<file path="src/rtl/mips_pkg.sv">
// Shared types for the MIPS multiply/divide unit: opcode encoding and FSM states.
package mips_pkg;

  typedef enum logic [2:0] {
    OP_MULT  = 3'd0,
    OP_MULTU = 3'd1,
    OP_DIV   = 3'd2,
    OP_DIVU  = 3'd3,
    OP_MTHI  = 3'd4,
    OP_MTLO  = 3'd5,
    OP_NOP6  = 3'd6,
    OP_NOP7  = 3'd7
  } mdu_op_t;

  typedef enum logic [1:0] {
    IDLE = 2'd0,
    RUN  = 2'd1,
    FIN  = 2'd2
  } mdu_state_t;

  // Ops 0..3 are the iterative arithmetic ops; bit 1 selects divide, bit 0 unsigned.
  function automatic logic is_arith(input logic [2:0] op);
    return ~op[2];
  endfunction

endpackage

</file>
<file path="src/rtl/mdu_div_step.sv">
// One restoring-division step: shift the next dividend bit into the partial
// remainder, subtract the divisor if it fits, and shift the quotient bit in.
module mdu_div_step #(
  parameter int WIDTH = 32
) (
  input  logic [WIDTH-1:0] rem,
  input  logic [WIDTH-1:0] quot,
  input  logic [WIDTH-1:0] divisor,
  output logic [WIDTH-1:0] rem_n,
  output logic [WIDTH-1:0] quot_n
);

  logic [WIDTH:0] trial;
  logic [WIDTH:0] diff;
  logic           ge;

  // Remainder is always below the divisor, so the trial value fits in WIDTH+1
  // bits and the top bit of the difference is a clean borrow flag.
  always_comb begin
    trial  = {rem, quot[WIDTH-1]};
    diff   = trial - {1'b0, divisor};
    ge     = ~diff[WIDTH];
    rem_n  = ge ? diff[WIDTH-1:0] : trial[WIDTH-1:0];
    quot_n = {quot[WIDTH-2:0], ge};
  end

endmodule

</file>
<file path="src/rtl/mult_div_unit.sv">
// Iterative MIPS multiply/divide unit owning HI/LO.
// Optional feature macro: MDU_SINGLE_CYCLE_MULT_EN makes MULT/MULTU finish in
// one cycle with a combinational multiplier; divides stay iterative.
// HI/LO are written on the edge that enters FIN, so they already hold the new
// result while done is high.
module mult_div_unit
  import mips_pkg::*;
#(
  parameter int WIDTH = 32
) (
  input  logic             clk,
  input  logic             reset,
  input  logic             start,
  input  logic [2:0]       op,
  input  logic [WIDTH-1:0] rs_data,
  input  logic [WIDTH-1:0] rt_data,
  output logic             busy,
  output logic             done,
  output logic [WIDTH-1:0] hi,
  output logic [WIDTH-1:0] lo
);

  localparam int CW = $clog2(WIDTH);

  mdu_state_t state, state_n;

  logic [WIDTH:0]   acc;      // mult: running upper product; div: partial remainder
  logic [WIDTH-1:0] mq;       // mult: multiplier / low product; div: dividend / quotient
  logic [WIDTH-1:0] bop;      // multiplicand or divisor magnitude
  logic [CW-1:0]    cnt;
  logic             div_mode;
  logic             neg_a;    // signed op with negative A: remainder sign
  logic             neg_x;    // signed op with sign(A)^sign(B): product/quotient sign

  logic             sgn;
  logic [WIDTH-1:0] a_abs, b_abs;
  logic             arith, div_zero, fast;
  logic             last;

  logic [WIDTH:0]     mul_sum;
  logic [WIDTH-1:0]   mul_mq_n;
  logic [2*WIDTH-1:0] prod;
  logic [WIDTH-1:0]   div_rem_n, div_quot_n;
  logic [WIDTH-1:0]   res_hi, res_lo;
  logic [2*WIDTH-1:0] fast_prod;

  // Operand magnitudes and request decode at the start edge.
  always_comb begin
    sgn      = ~op[0];
    a_abs    = (sgn && rs_data[WIDTH-1]) ? -rs_data : rs_data;
    b_abs    = (sgn && rt_data[WIDTH-1]) ? -rt_data : rt_data;
    arith    = start && is_arith(op);
    div_zero = arith && op[1] && (rt_data == '0);
    last     = (cnt == CW'(WIDTH-1));
  end

`ifdef MDU_SINGLE_CYCLE_MULT_EN
  // Full-width signed or unsigned product for the single-cycle multiply path.
  always_comb begin
    fast = arith && !op[1];
    if (sgn)
      fast_prod = $signed({{WIDTH{rs_data[WIDTH-1]}}, rs_data}) *
                  $signed({{WIDTH{rt_data[WIDTH-1]}}, rt_data});
    else
      fast_prod = {{WIDTH{1'b0}}, rs_data} * {{WIDTH{1'b0}}, rt_data};
  end
`else
  // Every multiply goes through the shift-add loop.
  always_comb begin
    fast      = 1'b0;
    fast_prod = '0;
  end
`endif

  // Shift-add multiply step: add multiplicand on LSB, shift the pair right.
  always_comb begin
    mul_sum  = mq[0] ? (acc + {1'b0, bop}) : acc;
    mul_mq_n = {mul_sum[0], mq[WIDTH-1:1]};
    prod     = {mul_sum[WIDTH:1], mul_mq_n};
  end

  mdu_div_step #(.WIDTH(WIDTH)) u_div_step (
    .rem     (acc[WIDTH-1:0]),
    .quot    (mq),
    .divisor (bop),
    .rem_n   (div_rem_n),
    .quot_n  (div_quot_n)
  );

  // Sign fix of the final step result before it is committed to HI/LO.
  always_comb begin
    if (div_mode) begin
      res_lo = neg_x ? -div_quot_n : div_quot_n;
      res_hi = neg_a ? -div_rem_n  : div_rem_n;
    end else begin
      {res_hi, res_lo} = neg_x ? -prod : prod;
    end
  end

  // State register.
  always_ff @(posedge clk or posedge reset) begin
    if (reset) state <= IDLE;
    else       state <= state_n;
  end

  // Next-state: divide-by-zero and single-cycle multiply bypass RUN.
  always_comb begin
    state_n = state;
    case (state)
      IDLE:    if (arith) state_n = (div_zero || fast) ? FIN : RUN;
      RUN:     if (last)  state_n = FIN;
      FIN:     state_n = IDLE;
      default: state_n = IDLE;
    endcase
  end

  // Status outputs.
  always_comb begin
    busy = (state == RUN);
    done = (state == FIN);
  end

  // Datapath: operand capture, iteration, and HI/LO writes.
  always_ff @(posedge clk or posedge reset) begin
    if (reset) begin
      acc      <= '0;
      mq       <= '0;
      bop      <= '0;
      cnt      <= '0;
      div_mode <= 1'b0;
      neg_a    <= 1'b0;
      neg_x    <= 1'b0;
      hi       <= '0;
      lo       <= '0;
    end else begin
      case (state)
        IDLE: begin
          if (start && op == OP_MTHI) hi <= rs_data;
          if (start && op == OP_MTLO) lo <= rs_data;
          if (div_zero) begin
            hi <= rs_data;
            lo <= '1;
          end else if (fast) begin
            {hi, lo} <= fast_prod;
          end else if (arith) begin
            acc      <= '0;
            mq       <= a_abs;
            bop      <= b_abs;
            cnt      <= '0;
            div_mode <= op[1];
            neg_a    <= sgn && rs_data[WIDTH-1];
            neg_x    <= sgn && (rs_data[WIDTH-1] ^ rt_data[WIDTH-1]);
          end
        end
        RUN: begin
          cnt <= cnt + 1'b1;
          if (div_mode) begin
            acc <= {1'b0, div_rem_n};
            mq  <= div_quot_n;
          end else begin
            acc <= {1'b0, mul_sum[WIDTH:1]};
            mq  <= mul_mq_n;
          end
          if (last) begin
            hi <= res_hi;
            lo <= res_lo;
          end
        end
        default: ;
      endcase
    end
  end

endmodule

</file>
<file path="config.mk">
export PLATFORM = sky130hd
export DESIGN_NAME = mult_div_unit
export DESIGN_NICKNAME = d
export VERILOG_FILES = /design/src/rtl/mips_pkg.sv /design/src/rtl/mdu_div_step.sv /design/src/rtl/mult_div_unit.sv
export SDC_FILE = /design/constraint.sdc
export NUM_CORES = 1
export LEC_CHECK = 0
export ABC_CLOCK_PERIOD_IN_PS = 17500
export BUFFER_PORTS_ARGS = -buffer_cell sky130_fd_sc_hd__buf_2
export CAP_MARGIN = 30
export CORE_MARGIN = 3
export CORE_UTILIZATION = 42
export DETAILED_ROUTE_END_ITERATION = 12
export SKIP_CTS_REPAIR_TIMING = 1
export SLEW_MARGIN = 20
export SYNTH_ARGS = -nofsm -noshare
export SYNTH_HDL_FRONTEND = slang
export SYNTH_SLANG_ARGS = --single-unit
export TNS_END_PERCENT = 5
</file>
<file path="constraint.sdc">
create_clock -name clk -period 17.5 [get_ports clk]
set_clock_uncertainty 0.15 [all_clocks]
set_input_delay 3.5 -clock clk [delete_from_list [all_inputs] [get_ports clk]]
set_output_delay 3.5 -clock clk [all_outputs]
set_load 0.01 [all_outputs]
</file>
==> impl_metrics.json <==
{
  "ys_types": 89,
  "first_iter_violations": 1568,
  "die_h_um": 211,
  "die_area_um2": 44400,
  "slew_violations": 0,
  "status": "finished clean",
  "cp-end-kind": "register",
  "final_core_util": 0.465,
  "ys_seq_elements": 170,
  "final.setup.tns_ns": 0,
  "clk_latency_ns": 0.48,
  "routed_wl_um": 62400,
  "hold_viol": 0,
  "grt_pass1_vias": 16600,
  "clkTransAtPathRegs_ns": 0.07,
  "cts_tree": "yes",
  "critPathKind": "in2reg",
  "fin_crit_sh": 0.431,
  "worst_slew_pin_slew_ns": 1.00,
  "fin_crit_ns": 7.54,
  "gp_congestion": 0.929,
  "cts_buffers": 17,
  "h-tree-depth": 4,
  "syn-instance-count": 2362,
  "rsz0062_at_grt": "false",
  "max_freq_mhz": 133,
  "hold_class": "reg2reg",
  "synth-edff-count": 0,
  "synth_ff_type": "dfrtp_1",
  "grt_pass1_wl_um": 96500,
  "initial_utilization": 0.428,
  "syn_nets": 2505,
  "synth.avg_cell_area_um2": 7.45,
  "use_met2": 0.450,
  "antenna_found_initial": 0,
  "drt_first_pass_iters": 6,
  "maxCapViolations": 0,
  "required_ns": 17.72,
  "cts_sinks": 170,
  "wl_per_cell_um": 21.4,
  "nFillCells": 4264,
  "ys_warn_count": 0,
  "port_buffers": 135,
  "drc_errors": 0,
  "grt_most_used_layer": "met2",
  "die_w_um": 211,
  "worstPathMaxFanout": 72,
  "async_flop_share": 1.00,
  "finalSetupViolations": 0,
  "post-place-cells": 2886,
  "grt_util_met3": 0.0327,
  "io-pin-count": 136,
  "syn2layout_area_growth_pct": 8.71,
  "num-nets-final": 2518,
  "num_antenna_cells": 0,
  "num_vias": 17900,
  "grt_max_degree": 101,
  "core_um2": 41100,
  "cts-root-buf": "clkbuf_16",
  "drive_above_1_share": 0.109,
  "grt_usage": 0.276,
  "layout.cells.non_filler": 2920,
  "netlist_area_um2": 17600,
  "max-slew-margin-rel": 0.324,
  "ant_nets": 0,
  "dp_hpwl_um": 47900,
  "use_met1": 0.386,
  "grt-ovfl-total": 0,
  "seq_area_frac_synth": 0.242,
  "arrival_ns": 7.76,
  "start_kind": "primary input",
  "row_count": 74,
  "cts_buffer_depth": 2,
  "via_per_inst": 6.13
}
[worst max-delay path, cell delays in order]
cell and delay (ns):
buf_2 0.10, inv_1 0.07, ha_1 0.18, or3b_2 0.48, nor4_1 0.64, and3b_1 0.37
nand4b_1 0.39, nor2_1 0.83, or4b_2 0.25, buf_4 0.51, mux2_2 0.41
[layout make-up]
cell class / instances / area (um^2) / share of cell area
clock buffers: 20 / 447 / 0.0234
clock inverters: 12 / 115 / 0.00602
inverters: 64 / 246 / 0.0129
multi-input cells: 1962 / 12500 / 0.653
flip-flops and latches: 170 / 4260 / 0.223
well taps: 532 / 666 / 0.0348
repair buffers: 160 / 903 / 0.0472
[worst paths after layout]
kind	startpoint	end	slack, ns	depth (start not counted)
min	lo[19]	lo[19]	0.33	2
max reg2reg	mq[31]	hi[30]	10.83	19
max	rt_data[1]	div_mode	9.96	11
min reg2reg	lo[19]	lo[19]	0.33	2
max in group asynchronous	reset	bop[30]	13.15	4
min in group asynchronous	reset	lo[8]	2.91	2
[state kept, by name (all words and copies together), names as in the netlist]
| name | cells |
|---|---|
| neg_x | 1 |
| cnt | 5 |
| lo | 32 |
| div_mode | 1 |
| state | 2 |
| mq | 32 |
| neg_a | 1 |
| bop | 32 |
| hi | 32 |
| acc | 32 |
[kinds of logic (layout without fill, tap and decap cells)]
| group | Yosys count | count (layout) | share of synthesized area |
|---|---|---|---|
| AND/OR/NAND/NOR | 814 | 814 | 0.222 |
| AO/OA/AOI/OAI | 793 | 793 | 0.285 |
| buffers and inverters | 230 | 256 | 0.0506 |
| XOR/XNOR | 192 | 192 | 0.0956 |
| flip-flops | 170 | 170 | 0.242 |
| multiplexers | 90 | 90 | 0.0527 |
| adder cells (fa/ha/maj) | 73 | 73 | 0.0528 |
[Yosys cell counts (52+ instances only)]
cell	number	area (um^2)
inv_1	63	236
ha_1	71	888
nor3_1	70	350
clkbuf_1	137	514
dfrtp_1	170	4250
o21ai_0	266	1330
nand2_1	304	1140
xor2_1	79	692
xnor2_1	113	990
o31ai_1	52	390
nor2_1	187	702
mux2i_1	69	691
a21oi_1	180	901
[metal layers]
layer	up-vias	wire [um]
li1	8661	-
met1	8587	28700
met2	577	29000
met3	61	3350
met4	0	1410
met5	-	0
[stage by stage]
step | hold slack (ns) | cell area (um^2) | worst slack (ns)
detailed placement | 0.315 | 18500 | 9.34
global placement | 0.308 | 18500 | 9.40
global route | 0.361 | 19100 | 9.59
finish | 0.326 | 19100 | 9.96
CTS | 0.331 | 19100 | 9.84
floorplan | 0.325 | 17600 | 9.25
[cell usage in the layout (no fill, tap or decap), types with 13 or more instances in the layout]
cell type  Yosys  routed
a211oi_1      30      30
a21boi_0      20      20
a21o_1        19      19
a21oi_1      180     180
a22o_1        16      16
a31oi_1       20      20
and2_1        17      17
and3_1        22      22
buf_2         10     135
buf_4          0      23
clkbuf_16      0      17
dfrtp_1      170     167
ha_1          71      71
inv_1         63      60
mux2_2        21      21
mux2i_1       69      69
nand2_1      304     304
nand3_1       30      30
nand4_1       27      27
nor2_1       187     186
nor2b_1       16      16
nor3_1        70      70
nor4_1        24      24
o211ai_1      16      16
o21a_1        20      20
o21ai_0      266     266
o22ai_1       26      26
o31ai_1       52      50
o41ai_1       13      13
or3_1         42      42
xnor2_1      113     113
xor2_1        79      79
Power is left out: the tool's default activity adds up to more than one toggle a clock period on the data nets, which glitch-free logic cannot reach.
